**src/rtl/mcpu_alu_pkg.sv**
```systemverilog
// Shared opcode encodings and default widths for the mcpu ALU.
package mcpu_alu_pkg;

    localparam int CMD_SIZE_DEF  = 2;
    localparam int WORD_SIZE_DEF = 8;

    localparam int CMD_AND = 0;
    localparam int CMD_OR  = 1;
    localparam int CMD_XOR = 2;
    localparam int CMD_ADD = 3;

endpackage

```
**src/rtl/mcpu_alu_core.sv**
```systemverilog
// Combinational result and carry generation for the mcpu ALU.
module mcpu_alu_core
    import mcpu_alu_pkg::*;
#(
    parameter int CMD_SIZE  = CMD_SIZE_DEF,
    parameter int WORD_SIZE = WORD_SIZE_DEF
) (
    input  logic [CMD_SIZE-1:0]  opcode,
    input  logic [WORD_SIZE-1:0] a,
    input  logic [WORD_SIZE-1:0] b,
    output logic [WORD_SIZE-1:0] result,
    output logic                 carry
);

    logic [WORD_SIZE:0] sum;

    always_comb begin
        sum    = {1'b0, a} + {1'b0, b};
        result = '0;
        carry  = 1'b0;
        // Any opcode outside the logic ops decodes as ADD.
        case (opcode)
            CMD_SIZE'(CMD_AND): result = a & b;
            CMD_SIZE'(CMD_OR):  result = a | b;
            CMD_SIZE'(CMD_XOR): result = a ^ b;
            default: begin
                result = sum[WORD_SIZE-1:0];
                carry  = sum[WORD_SIZE];
            end
        endcase
    end

endmodule

```
**src/rtl/mcpu_alu.sv**
```systemverilog
// Registered one-cycle ALU; define MCPU_ALU_FLAGS_EN to add ZERO/NEGATIVE.
module mcpu_alu
    import mcpu_alu_pkg::*;
#(
    parameter int CMD_SIZE  = CMD_SIZE_DEF,
    parameter int WORD_SIZE = WORD_SIZE_DEF
) (
    input  logic                 clk,
    input  logic                 rst_n,
    input  logic                 in_valid,
    input  logic [CMD_SIZE-1:0]  opcode,
    input  logic [WORD_SIZE-1:0] r1,
    input  logic [WORD_SIZE-1:0] r2,
    output logic [WORD_SIZE-1:0] out,
    output logic                 OVERFLOW,
    output logic                 out_valid
`ifdef MCPU_ALU_FLAGS_EN
    ,
    output logic                 ZERO,
    output logic                 NEGATIVE
`endif
);

    logic [WORD_SIZE-1:0] res;
    logic                 carry;

    logic [WORD_SIZE-1:0] out_d, out_q;
    logic                 ovf_d, ovf_q;
    logic                 vld_d, vld_q;

    mcpu_alu_core #(
        .CMD_SIZE  (CMD_SIZE),
        .WORD_SIZE (WORD_SIZE)
    ) u_core (
        .opcode (opcode),
        .a      (r1),
        .b      (r2),
        .result (res),
        .carry  (carry)
    );

    always_comb begin
        out_d = out_q;
        ovf_d = ovf_q;
        vld_d = in_valid;
        if (in_valid) begin
            out_d = res;
            ovf_d = carry;
        end
    end

    always_ff @(posedge clk or negedge rst_n) begin
        if (!rst_n) begin
            out_q <= '0;
            ovf_q <= 1'b0;
            vld_q <= 1'b0;
        end else begin
            out_q <= out_d;
            ovf_q <= ovf_d;
            vld_q <= vld_d;
        end
    end

    assign out       = out_q;
    assign OVERFLOW  = ovf_q;
    assign out_valid = vld_q;

`ifdef MCPU_ALU_FLAGS_EN
    logic zero_d, zero_q;
    logic neg_d, neg_q;

    always_comb begin
        zero_d = (out_d == '0);
        neg_d  = out_d[WORD_SIZE-1];
    end

    always_ff @(posedge clk or negedge rst_n) begin
        if (!rst_n) begin
            zero_q <= 1'b0;
            neg_q  <= 1'b0;
        end else begin
            zero_q <= zero_d;
            neg_q  <= neg_d;
        end
    end

    assign ZERO     = zero_q;
    assign NEGATIVE = neg_q;
`endif

endmodule

```
**config.mk**
```make
export PLATFORM = sky130hd
export DESIGN_NAME = mcpu_alu
export DESIGN_NICKNAME = d
export VERILOG_FILES = /design/src/rtl/mcpu_alu_pkg.sv /design/src/rtl/mcpu_alu_core.sv /design/src/rtl/mcpu_alu.sv
export SDC_FILE = /design/constraint.sdc
export NUM_CORES = 1
export LEC_CHECK = 0
export ABC_AREA = 1
export CAP_MARGIN = 25
export CORE_MARGIN = 2
export CORE_UTILIZATION = 41
export CTS_CLUSTER_DIAMETER = 120
export DETAILED_ROUTE_END_ITERATION = 10
export PLACE_DENSITY = 0.71
export SLEW_MARGIN = 10
export SYNTH_ARGS = -nofsm -noshare
export SYNTH_HDL_FRONTEND = slang
export SYNTH_SLANG_ARGS = --single-unit
```
**constraint.sdc**
```tcl
create_clock -name clk -period 1.5 [get_ports clk]
set_input_delay 0.3 -clock clk [delete_from_list [all_inputs] [get_ports clk]]
set_output_delay 0.3 -clock clk [all_outputs]
set_load 0.02 [all_outputs]
```
==> impl_metrics.csv, run 1 <==
group,metric,value,unit
outcome,outcome,"completed",
clock_tree,cts-buffers-inserted,3,
layout,layout_common_cells,"nand2_1 (37), inv_1 (24), buf_4 (18), dlygate4sd2_1 (17), inv_2 (12)",
layout,n_antenna_cell,0,
logic_synthesis,postSynthCellCount,161,
critical_path,required,1.66,ns
place,hpwl,2320,um
route,avgViaCountPerCell,5.04,
global_route,antenna_found_initial,0,
sta,finalCriticalPeriod,1.46,ns
pwr,switching_share,37.6,%
pwr,p_sw,376,uW
pwr,irDropWorstVdd,0.000425,V
die,num_rows,18,
sta,worst_slack,0.0397,ns
critical_path,critPathCaptureType,"flip-flop",
die,chipHeight,55.1,um
die,die_x,55.1,um
clock_tree,cts_setup_buffers,0,
place,routabilityCongestion,0.871,
layout,regArea,250,um2
pwr,power_frac_seq,31.7,%
clock_tree,clk_latency,0.27,ns
die,design.core.area,2480,um2
layout,layout_commonest_cell,"nand2_1",
layout,fin_cells,241,
layout,multi_input_area,835,um2
logic_synthesis,mappedNetlistArea,1070,um2
logic_synthesis,yosys.cell_types.count,24,
global_route,grt_usage,22.6,%
layout,final_nets,251,
layout,final_area,1700,um2
global_route,grt_max_degree,11,
sta,period_share,97.4,%
critical_path,cp-start-kind,"input port",
logic_synthesis,yosys_warnings,0,
sta,slew_headroom,70.7,%
hold_path,hp-class,"in2async",
logic_synthesis,yosysSeqAreaShare,23.3,%
pwr,p_int,623,uW
layout,layout-drive-gt1-share,28.0,%
route,via_count,1214,
clock_tree,cts_tree,"built",
global_route,use_met3,1.61,%
critical_path,rr_endpoint,"out[0]",
sta,finalMaxSlewViolations,0,
global_route,grt_busiest_layer,"met2",
route,remaining_drc_errors,0,
route,wl_per_cell,12.5,um
global_route,globalRoute.totalOverflow,0,
place,place_inst,238,
route,drtIter0Drc,18,
global_route,grt.met1_usage,28.0,%
die,ios,31,
logic_synthesis,syn-num-nets,199,
clock_tree,htreeDepth,1,
critical_path,reg2reg_from,"out[0]",
clock_tree,clockBufferDepth,2,
place,post-place-ws,-0.615,ns
pwr,power_density,588,nW/um2
place,postPlaceCellArea,1540,um2
logic_synthesis,ys_ff_latch,10,
sta,finalHoldViolCount,0,
layout,fillerInstances,236,
die,start_util,43.3,%
critical_path,cp_max_fo,5,
pwr,power_leakage,0.916,nW
critical_path,crit_type,"in2reg",
global_route,grt_pass1_wl,4930,um
critical_path,rrSetupSlack,0.82,ns
critical_path,arrival,1.62,ns
die,die_area,3040,um2
sta,tightest_slew,0.438,ns
critical_path,reg2reg_depth,2,
global_route,grt_use_met2,40.9,%
run,maxCapViolCount,0,
place,io_buffers,30,
pwr,combPwrFrac,50.3,%
layout,area_growth_syn_to_layout,58.5,%
clock_tree,clkTransAtPathRegs,0.06,ns
route,drtPass1Iterations,4,
global_route,grt_pass1_vias,1172,
clock_tree,cts.sinks,10,
sta,max_freq,685,MHz
route,routed_wl,3020,um
logic_synthesis,syn_avg_cell_area,6.66,um2
sta,setup_viol,0,
clock_tree,root_buffer,"clkbuf_4",
route,final_antenna_net_count,0,
sta,finalClockSkew,0,ns
pwr,clock_power_share,18.1,%
## area by class of cell
type,count,area share [%]
multi-input combinational,114,49.1
tap,30,2.21
clock buffer,3,1.33
sequential,10,14.7
timing repair buffer,48,24.7
inverter,36,7.95
## flip-flops by register name, summed over array words and instances, names as in the netlist
register,cells
out_valid,1
out,8
OVERFLOW,1
## how the worst max path moves through the flow
stage                     slack, ns        to       from
final                          0.04  OVERFLOW      r1[7]
after global routing         -0.006    out[3]  opcode[1]
after CTS                     0.001  OVERFLOW      r1[7]
after detailed placement      -0.62    out[4]      r1[0]
after global placement        -0.55    out[6]      r1[0]
after floorplan                0.02    out[6]      r1[0]
## logic make-up (layout without fill, tap and decap cells)
kind of cell	after synthesis	in the layout	share of synthesized area, %
AO/OA/AOI/OAI	28	28	14.9
buffers and inverters	37	87	13.1
AND/OR/NAND/NOR	68	68	27.3
adder cells (fa/ha/maj)	17	17	20.5
XOR/XNOR	1	1	0.817
flip-flops	10	10	23.3
## Yosys cell counts
cell      count  area (um2)
a211oi_1      3        22.5
a21oi_1      10        50.1
nand2_1      39         146
inv_2         1        3.75
nor2_1       10        37.5
dfrtp_1      10         250
nand3_1      11        55.1
o221ai_1      2        17.5
nand2_2       1        6.26
o21ai_1       3        15.0
ha_1         16         200
buf_2         1        5.00
nor2_4        1        11.3
nor3_1        2        10.0
o21a_1        1        7.51
xor2_1        1        8.76
or2_2         1        6.26
o21ai_0       8        40.0
nand3b_1      1        7.51
nor2_2        1        6.26
inv_1        35         131
fa_1          1        20.0
o211ai_1      1        7.51
nand4_1       1        6.26
## power by group through the flow
stage / logic, mW / clock network (mW) / registers (mW)
4_1_cts: 0.486 / 0.182 / 0.318
3_3_place_gp: 0.459 / 0 / 0.322
5_1_grt: 0.560 / 0.194 / 0.321
2_1_floorplan: 0.199 / 0 / 0.365
6_report: 0.502 / 0.181 / 0.317
3_5_place_dp: 0.472 / 0 / 0.323
## worst max-delay path, stage by stage
cell and delay [ns]:
clkdlybuf4s50_1 0.48, inv_1 0.07, ha_4 0.26, a21oi_1 0.18, o21a_1 0.15, nand2_1 0.05
nand3_1 0.07, nand2_1 0.06
## stage by stage
| step | util (%) | TNS [ns] | hold WS [ns] | power (mW) |
|---|---|---|---|---|
| global route | 68.6 | -0.00565 | 0.372 | 1.08 |
| floorplan | - | 0 | 0.00441 | 0.563 |
| finish | 68.6 | 0 | 0.340 | 1.00 |
| global placement | 62.3 | -3.88 | 0.467 | 0.782 |
| detailed placement | 62.3 | -4.39 | 0.471 | 0.796 |
| CTS | 66.7 | 0 | 0.356 | 0.985 |
## layer usage
metal | routed length (um) | up-vias
li1 | - | 612
met2 | 1520 | 32
met4 | 41 | 0
met1 | 1340 | 563
met3 | 122 | 7
met5 | 0 | -
## repair_timing
action                                  4_1_cts  5_1_grt
hold buffers                                  0        0
gates resized for setup                      52       12
pin swaps                                    12        6
endpoints found under the setup margin       17        6
No activity file was read; power rests on OpenSTA's default activity.
==> run 2, diff against run 1 <==
--- a/config.mk
+++ b/config.mk
@@ -7,7 +7,7 @@
 export LEC_CHECK = 0
 export ABC_AREA = 1
 export CAP_MARGIN = 25
-export CORE_MARGIN = 2
+export CORE_MARGIN = 3
 export CORE_UTILIZATION = 41
 export CTS_CLUSTER_DIAMETER = 120
 export DETAILED_ROUTE_END_ITERATION = 10
==> run 2 against run 1 <==
Sequential cell count stayed put. Critical endpoint is now out[6]. Global-route usage is 2.7 points lower. Non-clock buffer count is 2 lower. Maximum frequency is 0.45% lower. Largest cell class unchanged. Final cell count is 1.2% lower. Final area up 0.96%. Via count about the same.
==> impl_metrics.csv, run 2 (same netlist as run 1, synthesis figures left out) <==
group,metric,value,unit
global_route,globalRoute.totalOverflow,0,
global_route,antenna_found_initial,0,
sta,tightest_slew,0.439,ns
layout,largest_reg_flops,8,
die,start_util,45.8,%
critical_path,cp-start-kind,"input port",
critical_path,arrival,1.65,ns
layout,layout_common_cells,"nand2_1 (36), inv_1 (24), dlygate4sd2_1 (18), buf_4 (16), inv_2 (12)",
critical_path,crit_slowest_cell,"fa_2",
pwr,power_density,635,nW/um2
outcome,outcome,"completed",
layout,area_growth_syn_to_layout,60.0,%
clock_tree,clk_latency,0.28,ns
sta,max_freq,682,MHz
hold_path,hp-class,"in2async",
sta,finalCriticalPeriod,1.47,ns
critical_path,critPathTopFamily,"simple AND/OR/NAND/NOR gates",
pwr,power_leakage,0.918,nW
place,io_buffers,30,
die,design.core.area,2340,um2
clock_tree,htreeDepth,1,
sta,finalClockSkew,0,ns
layout,layout-drive-gt1-share,30.5,%
clock_tree,cts_tree,"built",
clock_tree,root_buffer,"clkbuf_4",
run,maxCapViolCount,0,
pwr,power,1.09,mW
route,via_count,1215,
sta,setup_viol,0,
place,hpwl,2380,um
die,die_area,3260,um2
clock_tree,cts.sinks,10,
layout,final_nets,249,
critical_path,path_cells,"dlygate4sd2_1 > inv_2 > fa_2 > inv_2 > nand2_4 > nand3_1 > nand3_2 > nand3_1 > nand3_1 > nand2_1 > nand2_1",
critical_path,crit_type,"in2reg",
clock_tree,clkTransAtPathRegs,0.07,ns
route,final_antenna_net_count,0,
sta,slew_headroom,70.6,%
sta,period_share,97.8,%
place,postPlaceCellArea,1530,um2
route,routed_wl,3260,um
critical_path,cp_max_fo,3,
sta,finalMaxSlewViolations,0,
critical_path,critPathCaptureType,"flip-flop",
place,routabilityCongestion,0.839,
critical_path,critPathMostFrequentCell,"nand3_1",
global_route,grt_max_degree,11,
clock_tree,cts-buffers-inserted,3,
route,remaining_drc_errors,0,
layout,multi_input_area,858,um2
layout,fillerInstances,190,
route,drtIter0Drc,35,
critical_path,worst-path-buf-inv,3,
route,drtPass1Iterations,4,
die,die_x,57.1,um
clock_tree,clockBufferDepth,2,
die,num_rows,17,
clock_tree,hold_buffers,0,
layout,final_area,1720,um2
layout,layout_commonest_cell,"nand2_1",
route,wl_per_cell,13.7,um
critical_path,cpPeakStageDelay,0.40,ns
global_route,grt_pass1_wl,5070,um
sta,tns,0,ns
global_route,grt_pass1_vias,1189,
route,avgViaCountPerCell,5.11,
clock_tree,cts_setup_buffers,0,
pwr,irDropWorstVdd,0.000604,V
layout,regArea,250,um2
sta,finalHoldViolCount,0,
critical_path,required,1.68,ns
layout,n_antenna_cell,0,
die,chipHeight,57.1,um
die,ios,31,
global_route,grt_usage,19.9,%
run 2: changes by cell type in the layout (fill, tap and decap cells not counted), moves of 2 or more:
cell / change
buf_4: -2
nand3_1: -4
nand3_2: +4
nor2_2: +2
run 2: layout make-up:
cell class              instances  share of cell area (%)
inverters                      36                    7.88
flip-flops and latches         10                    14.6
clock buffers                   4                    2.12
multi-input cells             114                    50.0
well taps                      28                    2.04
repair buffers                 46                    23.3
run 2: worst register-to-register path, stage by stage (launching register included):
cell and delay, ns:
dfrtp_1 0.37, o21ai_0 0.14, inv_1 0.05
run 2: per-layer routing:
layer / up-vias / global-route usage (%) / part of all wire [%]
li1: 605 / - / -
met2: 52 / 35.6 / 50
met1: 547 / 23.4 / 40
met4: 0 / 9.93 / 3.2
met5: - / 0 / 0
met3: 11 / 2.04 / 7.3
run 2: worst paths after layout:
kind / start / end / slack (ns) / depth (start not counted)
worst max register to register: out[0] / out[0] / 0.84 / 2
worst min-delay path: rst_n / out[1] / 0.32 / 1
worst max-delay path: r1[1] / out[6] / 0.03 / 11
min in group clk: out[6] / out[6] / 0.48 / 2
worst min register to register: out[6] / out[6] / 0.48 / 2
max in group asynchronous: rst_n / out[0] / 0.87 / 1
run 2: timing repair:
action / in CTS / in global routing
endpoints found under the setup margin: 18 / 6
pin swaps: 10 / 9
resized for setup: 49 / 22
run 2: where the power goes:
| group | internal [mW] | switching, mW |
|---|---|---|
| Combinational | 0.230 | 0.288 |
| Sequential | 0.302 | 0.0154 |
| Clock | 0.148 | 0.106 |
run 2: metrics by stage:
| stage | std cells | hold slack [ns] | setup slack (ns) | utilization, % |
|---|---|---|---|---|
| after global placement | 234 | 0.467 | -0.543 | 65.2 |
| final | 238 | 0.324 | 0.0331 | 73.3 |
| after floorplan | 161 | 0.00441 | 0.0174 | - |
| after global routing | 238 | 0.369 | -0.0403 | 73.3 |
| after detailed placement | 234 | 0.467 | -0.635 | 65.2 |
| after CTS | 238 | 0.334 | 0.00702 | 69.9 |
